==> config.mk <==
export PLATFORM = sky130hd
export DESIGN_NAME = alu
export DESIGN_NICKNAME = d
export VERILOG_FILES = /design/src/rtl/alu_pkg.sv /design/src/rtl/alu_comb.sv /design/src/rtl/alu.sv
export SDC_FILE = /design/constraint.sdc
export NUM_CORES = 2
export LEC_CHECK = 0
export BUFFER_PORTS_ARGS = -buffer_cell sky130_fd_sc_hd__buf_2
export CORE_MARGIN = 2
export CORE_UTILIZATION = 61
export CTS_BUF_LIST = sky130_fd_sc_hd__clkbuf_8
export DETAILED_ROUTE_END_ITERATION = 12
export HOLD_SLACK_MARGIN = 0.15
export PLACE_DENSITY = 0.81
export SYNTH_ARGS = -nofsm -noshare
export SYNTH_HDL_FRONTEND = slang
export SYNTH_SLANG_ARGS = --single-unit
==> constraint.sdc <==
create_clock -name clk -period 1.7 [get_ports clk]
set_input_delay 0.34 -clock clk [delete_from_list [all_inputs] [get_ports clk]]
set_output_delay 0.34 -clock clk [all_outputs]
set_load 0.01 [all_outputs]
==> src/rtl/alu_pkg.sv <==
// alu_pkg
// Shared definitions for the calculator ALU: datapath width, opcode
// encodings and the 2-bit error status encodings.
package alu_pkg;

  localparam int WIDTH = 32;

  // Operation select encodings
  localparam logic [3:0] OP_NOP   = 4'b0000;
  localparam logic [3:0] OP_ADD   = 4'b0001;
  localparam logic [3:0] OP_SUB   = 4'b0010;
  localparam logic [3:0] OP_MUL   = 4'b0011;
  localparam logic [3:0] OP_DIV   = 4'b0100;
  localparam logic [3:0] OP_MOD   = 4'b0101;
  localparam logic [3:0] OP_AND   = 4'b0110;
  localparam logic [3:0] OP_OR    = 4'b0111;
  localparam logic [3:0] OP_XOR   = 4'b1000;
  localparam logic [3:0] OP_NOT   = 4'b1001;
  localparam logic [3:0] OP_SHL   = 4'b1010;
  localparam logic [3:0] OP_SHR   = 4'b1011;
  localparam logic [3:0] OP_CLEAR = 4'b1100;
  localparam logic [3:0] OP_LOAD  = 4'b1101;

  // Error status encodings
  localparam logic [1:0] ERR_NONE    = 2'b00;
  localparam logic [1:0] ERR_OVF     = 2'b01;
  localparam logic [1:0] ERR_DIV0    = 2'b10;
  localparam logic [1:0] ERR_ILLEGAL = 2'b11;

endpackage

==> src/rtl/alu_comb.sv <==
// alu_comb
// Purely combinational operation decode and compute for the ALU.
// Ports:
//   p, q         - unsigned operands
//   op_code      - operation select
//   next_result  - value to load into the result register
//   next_error   - value to load into the error register
//   hold         - when high the result register keeps its current value
module alu_comb #(
  parameter int WIDTH = 32
) (
  input  logic [WIDTH-1:0] p,
  input  logic [WIDTH-1:0] q,
  input  logic [3:0]       op_code,
  output logic [WIDTH-1:0] next_result,
  output logic [1:0]       next_error,
  output logic             hold
);
  import alu_pkg::*;

  localparam int SHW = $clog2(WIDTH);

  logic [WIDTH:0]       sum;
  logic [2*WIDTH-1:0]   prod;
  logic [SHW-1:0]       shamt;
  logic                 q_zero;

  // Widened add gives the carry-out in the top bit; the full-width
  // product exposes the upper half used for multiply overflow.
  assign sum    = {1'b0, p} + {1'b0, q};
  assign prod   = {{WIDTH{1'b0}}, p} * {{WIDTH{1'b0}}, q};
  assign shamt  = q[SHW-1:0];
  assign q_zero = (q == '0);

  always_comb begin
    next_result = '0;
    next_error  = ERR_NONE;
    hold        = 1'b0;
    case (op_code)
      OP_NOP: begin
        hold = 1'b1;
      end
      OP_ADD: begin
        next_result = sum[WIDTH-1:0];
        next_error  = sum[WIDTH] ? ERR_OVF : ERR_NONE;
      end
      OP_SUB: begin
        next_result = p - q;
        next_error  = (q > p) ? ERR_OVF : ERR_NONE;
      end
      OP_MUL: begin
        next_result = prod[WIDTH-1:0];
        next_error  = (prod[2*WIDTH-1:WIDTH] != '0) ? ERR_OVF : ERR_NONE;
      end
      OP_DIV: begin
        // A zero divisor leaves the previous result in place
        if (q_zero) begin
          hold       = 1'b1;
          next_error = ERR_DIV0;
        end else begin
          next_result = p / q;
        end
      end
      OP_MOD: begin
        if (q_zero) begin
          hold       = 1'b1;
          next_error = ERR_DIV0;
        end else begin
          next_result = p % q;
        end
      end
      OP_AND:   next_result = p & q;
      OP_OR:    next_result = p | q;
      OP_XOR:   next_result = p ^ q;
      OP_NOT:   next_result = ~p;
      OP_SHL:   next_result = p << shamt;
      OP_SHR:   next_result = p >> shamt;
      OP_CLEAR: next_result = '0;
      OP_LOAD:  next_result = p;
      default: begin
        hold       = 1'b1;
        next_error = ERR_ILLEGAL;
      end
    endcase
  end

endmodule

==> src/rtl/alu.sv <==
// alu
// 32-bit unsigned ALU with registered result and error status.
// Ports:
//   clk        - rising-edge clock
//   rst_n      - asynchronous active-low reset, clears both registers
//   inputP     - operand P
//   inputQ     - operand Q
//   opCode     - operation select
//   outALU     - registered result
//   errorCode  - registered status (00 ok, 01 ovf, 10 div0, 11 illegal)
module alu #(
  parameter int WIDTH = alu_pkg::WIDTH
) (
  input  logic             clk,
  input  logic             rst_n,
  input  logic [WIDTH-1:0] inputP,
  input  logic [WIDTH-1:0] inputQ,
  input  logic [3:0]       opCode,
  output logic [WIDTH-1:0] outALU,
  output logic [1:0]       errorCode
);
  import alu_pkg::*;

  logic [WIDTH-1:0] next_result;
  logic [1:0]       next_error;
  logic             hold;

  alu_comb #(.WIDTH(WIDTH)) u_comb (
    .p           (inputP),
    .q           (inputQ),
    .op_code     (opCode),
    .next_result (next_result),
    .next_error  (next_error),
    .hold        (hold)
  );

  // Error status is never sticky; it is rewritten every cycle, while the
  // result is only replaced when the operation does not ask to hold.
  always_ff @(posedge clk or negedge rst_n) begin
    if (!rst_n) begin
      outALU    <= '0;
      errorCode <= ERR_NONE;
    end else begin
      if (!hold) begin
        outALU <= next_result;
      end
      errorCode <= next_error;
    end
  end

endmodule

==> results of run 1 <==
## synth_stat cells, drive strengths merged, types with 58 or more instances
cell type     n
a21oi       561
ha          892
mux2         64
nand4        68
clkbuf      373
inv        1205
nor3        195
buf         100
o211ai       94
a221oi       81
a31oi        94
xnor2       241
a21o        226
o21a        147
nor2b        67
nand2      1045
or2          58
nand3       138
a211oi       68
nand2b       75
o21ai       509
mux2i       113
xor2        173
fa          899
nor2       1274
o21bai       64
or3          68
## through the flow
stage | setup WS (ns) | std cells | setup TNS (ns) | util | hold slack [ns]
CTS | -56.94 | 14200 | -1827.61 | 0.862 | 0.455
detailed placement | -61.51 | 13900 | -1972.11 | 0.828 | 0.448
global placement | -57.60 | 13900 | -1847.79 | 0.828 | 0.439
floorplan | -55.98 | 9742 | -1790.38 | - | 0.0444
## cell families after synthesis
group           share of synthesized area
flops                              0.0118
buf+inv                            0.0884
compound gates                      0.221
xor+xnor                           0.0502
mux                                0.0294
fa+ha+maj                           0.404
simple gates                        0.196
## repair_timing
item                                   4_1_cts
gates resized for setup                    483
setup endpoints to repair                   34
gates cloned                                 4
endpoints found under the hold margin       34
hold buffers                                 1
pin swaps                                  233
buffers inserted                           223
## layer usage
layer	global-route usage	GRT overflow
met5	0.770	35
met4	0.966	1029
met3	0.850	291
met2	1.05	2398
met1	0.877	273
==> flow_summary.yaml, run 1 <==
synth:
  synth_flop_cell: "dfrtp_1"
  ys_ff_latch: 34
  yosys.area.top_type: "fa_1"
  netlist_instances: 9742
  synth_top_area_share: 0.249
  yosysUniqueCellTypes: 92
  synth_area_leaders: "fa_1 (25%), ha_1 (15%), nor2_1 (6.6%)"
  synth_edf_count: 0
  synth_seq_area_share: 0.0118
  syn_area_per_cell_um2: 7.42
  async_reset_ff_frac: 1.00
  yosysWarningCount: 0
  syn_nets: 11600
  syn_area_um2: 72200
clock_tree:
  cts_buffers: 5
  cts-root-buf: "clkbuf_8"
  cts_buffer_depth: 2
  htreeDepth: 2
  clock_sinks: 34
global_route:
  gr-total-overflow: 4026
  grt_max_degree: 92
  grt_first_pass_wirelength_mm: 862
  grt_use_total: 0.928
  grt_pass1_vias: 130000
placement:
  gp_congestion: 1.29
  dp_hpwl_mm: 312
  io_buffers: 103
  placed_cell_area_um2: 97500
floorplan:
  fp-row-count: 126
  die_w_um: 348
  io_pins: 104
  initial_core_util: 0.613
  die_y_um: 348
run_status:
  first-error: "[ERROR GRT-0116] Global routing finished with congestion. Check the congestion regions in the DRC Viewer."
  outcome: "did not finish"
  haltStage: "global routing (5_1_grt)"
==> run 2: changes to the inputs <==
--- a/config.mk
+++ b/config.mk
@@ -7,11 +7,9 @@
 export LEC_CHECK = 0
 export BUFFER_PORTS_ARGS = -buffer_cell sky130_fd_sc_hd__buf_2
 export CORE_MARGIN = 2
-export CORE_UTILIZATION = 61
-export CTS_BUF_LIST = sky130_fd_sc_hd__clkbuf_8
+export CORE_UTILIZATION = 40
 export DETAILED_ROUTE_END_ITERATION = 12
-export HOLD_SLACK_MARGIN = 0.15
-export PLACE_DENSITY = 0.81
+export PLACE_DENSITY_LB_ADDON = 0.15
 export SYNTH_ARGS = -nofsm -noshare
 export SYNTH_HDL_FRONTEND = slang
 export SYNTH_SLANG_ARGS = --single-unit
==> constraint.sdc (replaced) <==
create_clock -name clk -period 2.2 [get_ports clk]
set_input_delay 0.44 -clock clk [delete_from_list [all_inputs] [get_ports clk]]
set_output_delay 0.44 -clock clk [all_outputs]
set_load 0.01 [all_outputs]
==> flow_summary.yaml, run 2 <==
clock_tree:
  cts_tree: "done"
  cts_buffers: 5
  cts_buffer_depth: 2
  clock_sinks: 34
  cts-root-buf: "clkbuf_16"
  hold_buffers: 0
  cts.clk_slew.worst_paths_ns: 0.07
  htreeDepth: 2
  clock_latency_ns: 0.31
synth:
  ys_ff_latch: 34
  netlist_instances: 9742
  async_reset_ff_frac: 1.00
  yosys.area.top_type: "fa_1"
  synth_area_leaders: "fa_1 (25%), ha_1 (15%), nor2_1 (6.6%)"
  synth_common_cells: "nor2_1 (1273), inv_1 (1201), nand2_1 (1045)"
  syn_area_um2: 72200
  synth_flop_cell: "dfrtp_1"
  synth_seq_area_share: 0.0118
  yosysWarningCount: 0
  synth_top_area_share: 0.249
  syn_nets: 11600
  syn_area_per_cell_um2: 7.42
  synth_most_common_cell: "nor2_1"
  yosysUniqueCellTypes: 92
  synth_edf_count: 0
power_and_ir_drop:
  seq_power_share: 0.007
  switching_power_uw: 111000
  ir_worst_vdd_uv: 6750
  p_leak_uw: 0.0559
  powerDensity_nw_per_um2: 1860
  p_int_uw: 98800
  p_sw_frac: 0.528
  power_frac_comb: 0.988
  pwr-share-clk: 0.005
run_status:
  outcome: "finished, violations left"
  violations: "setup timing"
floorplan:
  fp.dieArea_um2: 184000
  io_pins: 104
  initial_core_util: 0.404
  die_y_um: 429
  coreArea_um2: 179000
  die_w_um: 429
  fp-row-count: 155
cells_and_area:
  fin_nets: 15100
  area_delta_synth_final_pct: 56.3
  final_cell_mix: "buf_4 (3587), nor2_1 (1191), inv_1 (1165)"
  top_register: "outALU"
  reg.largest.list: "outALU x32, errorCode x2"
  layout.cells.most_common: "buf_4"
  fillerInstances: 15900
  utilization: 0.631
  largest_reg_flops: 32
  drive_above_1_share: 0.392
global_route:
  grt_pass1_vias: 91900
  met2_usage: 0.685
  gr-total-overflow: 0
  met3_usage: 0.101
  grt_max_degree: 62
  grt_util_met1: 0.546
  top_usage_layer: "met2"
  antenna_found_initial: 45
  grt_use_total: 0.447
  grt_first_pass_wirelength_mm: 610
sta:
  tightest_slew_ns: 1.04
  clock_skew_ns: 0
  relSlewSlack: 0.309
  slew_violations: 0
  max_freq_mhz: 16.7
  setup_viol: 34
  timing.final.ws_setup_ns: -57.56
  hold_viol: 0
  timing.hold.ws_ns: 0.188
  period_minus_slack_ns: 59.76
  period_share: 27.2
  rsz0062_at_grt: "yes"
routing:
  drt_iter0_drc: 8892
  drc: 0
  ant_nets: 0
  dr.pass1.iters: 7
  wl_per_cell_um: 27.3
  vias_per_cell: 5.85
  drt-total-wl_mm: 426
  vias: 91400
min_path:
  hold_path_class: "input pin to async pin"
worst_setup_path:
  crit_type: "input pin to flop"
  worstPathArrival_ns: 59.95
  critPathSlowestCell: "or4_4"
  path_max_fanout: 8
  end_kind: "flop"
  crit_path_frequent_cell: "buf_4"
  cp_data_required_time_ns: 2.39
  slowest_delay_ns: 0.49
  start_kind: "input pin"
placement:
  dp_hpwl_mm: 341
  post-place-ws_ns: -62.53
  gp_congestion: 1.09
  io_buffers: 103
job:
  cap_violations: 0
-- run 2: cell counts after synthesis --
Identical to the previous run, type by type.
-- run 2: worst max-delay path: cells and delay by family --
family / cells / cell delay, ns
adders and majority gates: 31 / 8.39
muxes: 10 / 3.18
AOI/OAI and AO/OA: 136 / 27.36
xor gates and xnor gates: 1 / 0.16
and+or+nand+nor: 67 / 11.55
buffers and inverters: 60 / 8.61
-- run 2: logic make-up (layout without fill, tap and decap cells) --
family | after synthesis | count (layout) | share of synthesized area
multiplexers | 189 | 189 | 0.0294
XOR/XNOR | 414 | 414 | 0.0502
adder cells (fa/ha/maj) | 1791 | 1791 | 0.404
flip-flops | 34 | 34 | 0.0118
other | 0 | 33 | 0
AO/OA/AOI/OAI | 2400 | 2400 | 0.221
AND/OR/NAND/NOR | 3219 | 3219 | 0.196
buffers and inverters | 1695 | 5189 | 0.0884
-- run 2: final cells by class --
| type | count | area [um^2] | share of cell area |
|---|---|---|---|
| flip-flops and latches | 34 | 851 | 0.00754 |
| inverters | 1222 | 4620 | 0.0410 |
| well taps | 2355 | 2950 | 0.0261 |
| diodes | 33 | 82.6 | 0.000731 |
| clock inverters | 3 | 68.8 | 0.000610 |
| clock buffers | 5 | 125 | 0.00111 |
| repair buffers | 3959 | 31600 | 0.280 |
| multi-input cells | 8013 | 72600 | 0.643 |
-- run 2: what timing repair did --
action | CTS | global route
pin swaps | 399 | 400
cloned | 13 | 1
setup endpoints to repair | 34 | 34
resized for setup | 1032 | 470
setup buffers | 408 | 164
-- run 2: power by group through the flow --
stage	Sequential, uW	Combinational, uW	Clock (uW)
final	1490	207000	1040
after CTS	1450	205000	1050
after floorplan	1100	109000	0
after global placement	1460	198000	0
after global routing	1410	219000	1060
after detailed placement	1460	200000	0
-- run 2: through the flow --
stage	cell area, um^2	instances	TNS [ns]	total power (uW)
after floorplan	74900	9742	-1776.96	111000
after global placement	101000	15000	-1984.79	200000
after detailed placement	101000	15000	-2001.30	201000
after CTS	109000	15400	-1807.01	207000
after global routing	113000	15600	-1904.06	221000
final	113000	15600	-1844.44	209000
-- run 2: routing by layer --
metal / share of wire / wire length (um)
met1: 0.38 / 161000
met2: 0.43 / 182000
met3: 0.10 / 42600
met4: 0.096 / 40700
met5: 0.00035 / 147
-- run 2: path summary, 6_finish.rpt --
check	from	end	slack [ns]	cells past startpoint
max	inputQ[5]	outALU[31]	-57.56	305
min	rst_n	outALU[13]	0.19	2
max reg2reg	outALU[31]	outALU[31]	-0.31	6
min reg2reg	outALU[2]	outALU[2]	0.73	2
max in group asynchronous	rst_n	outALU[25]	1.54	2
min in group clk	opCode[2]	errorCode[1]	0.64	3
No activity file was read; power rests on OpenSTA's default activity.
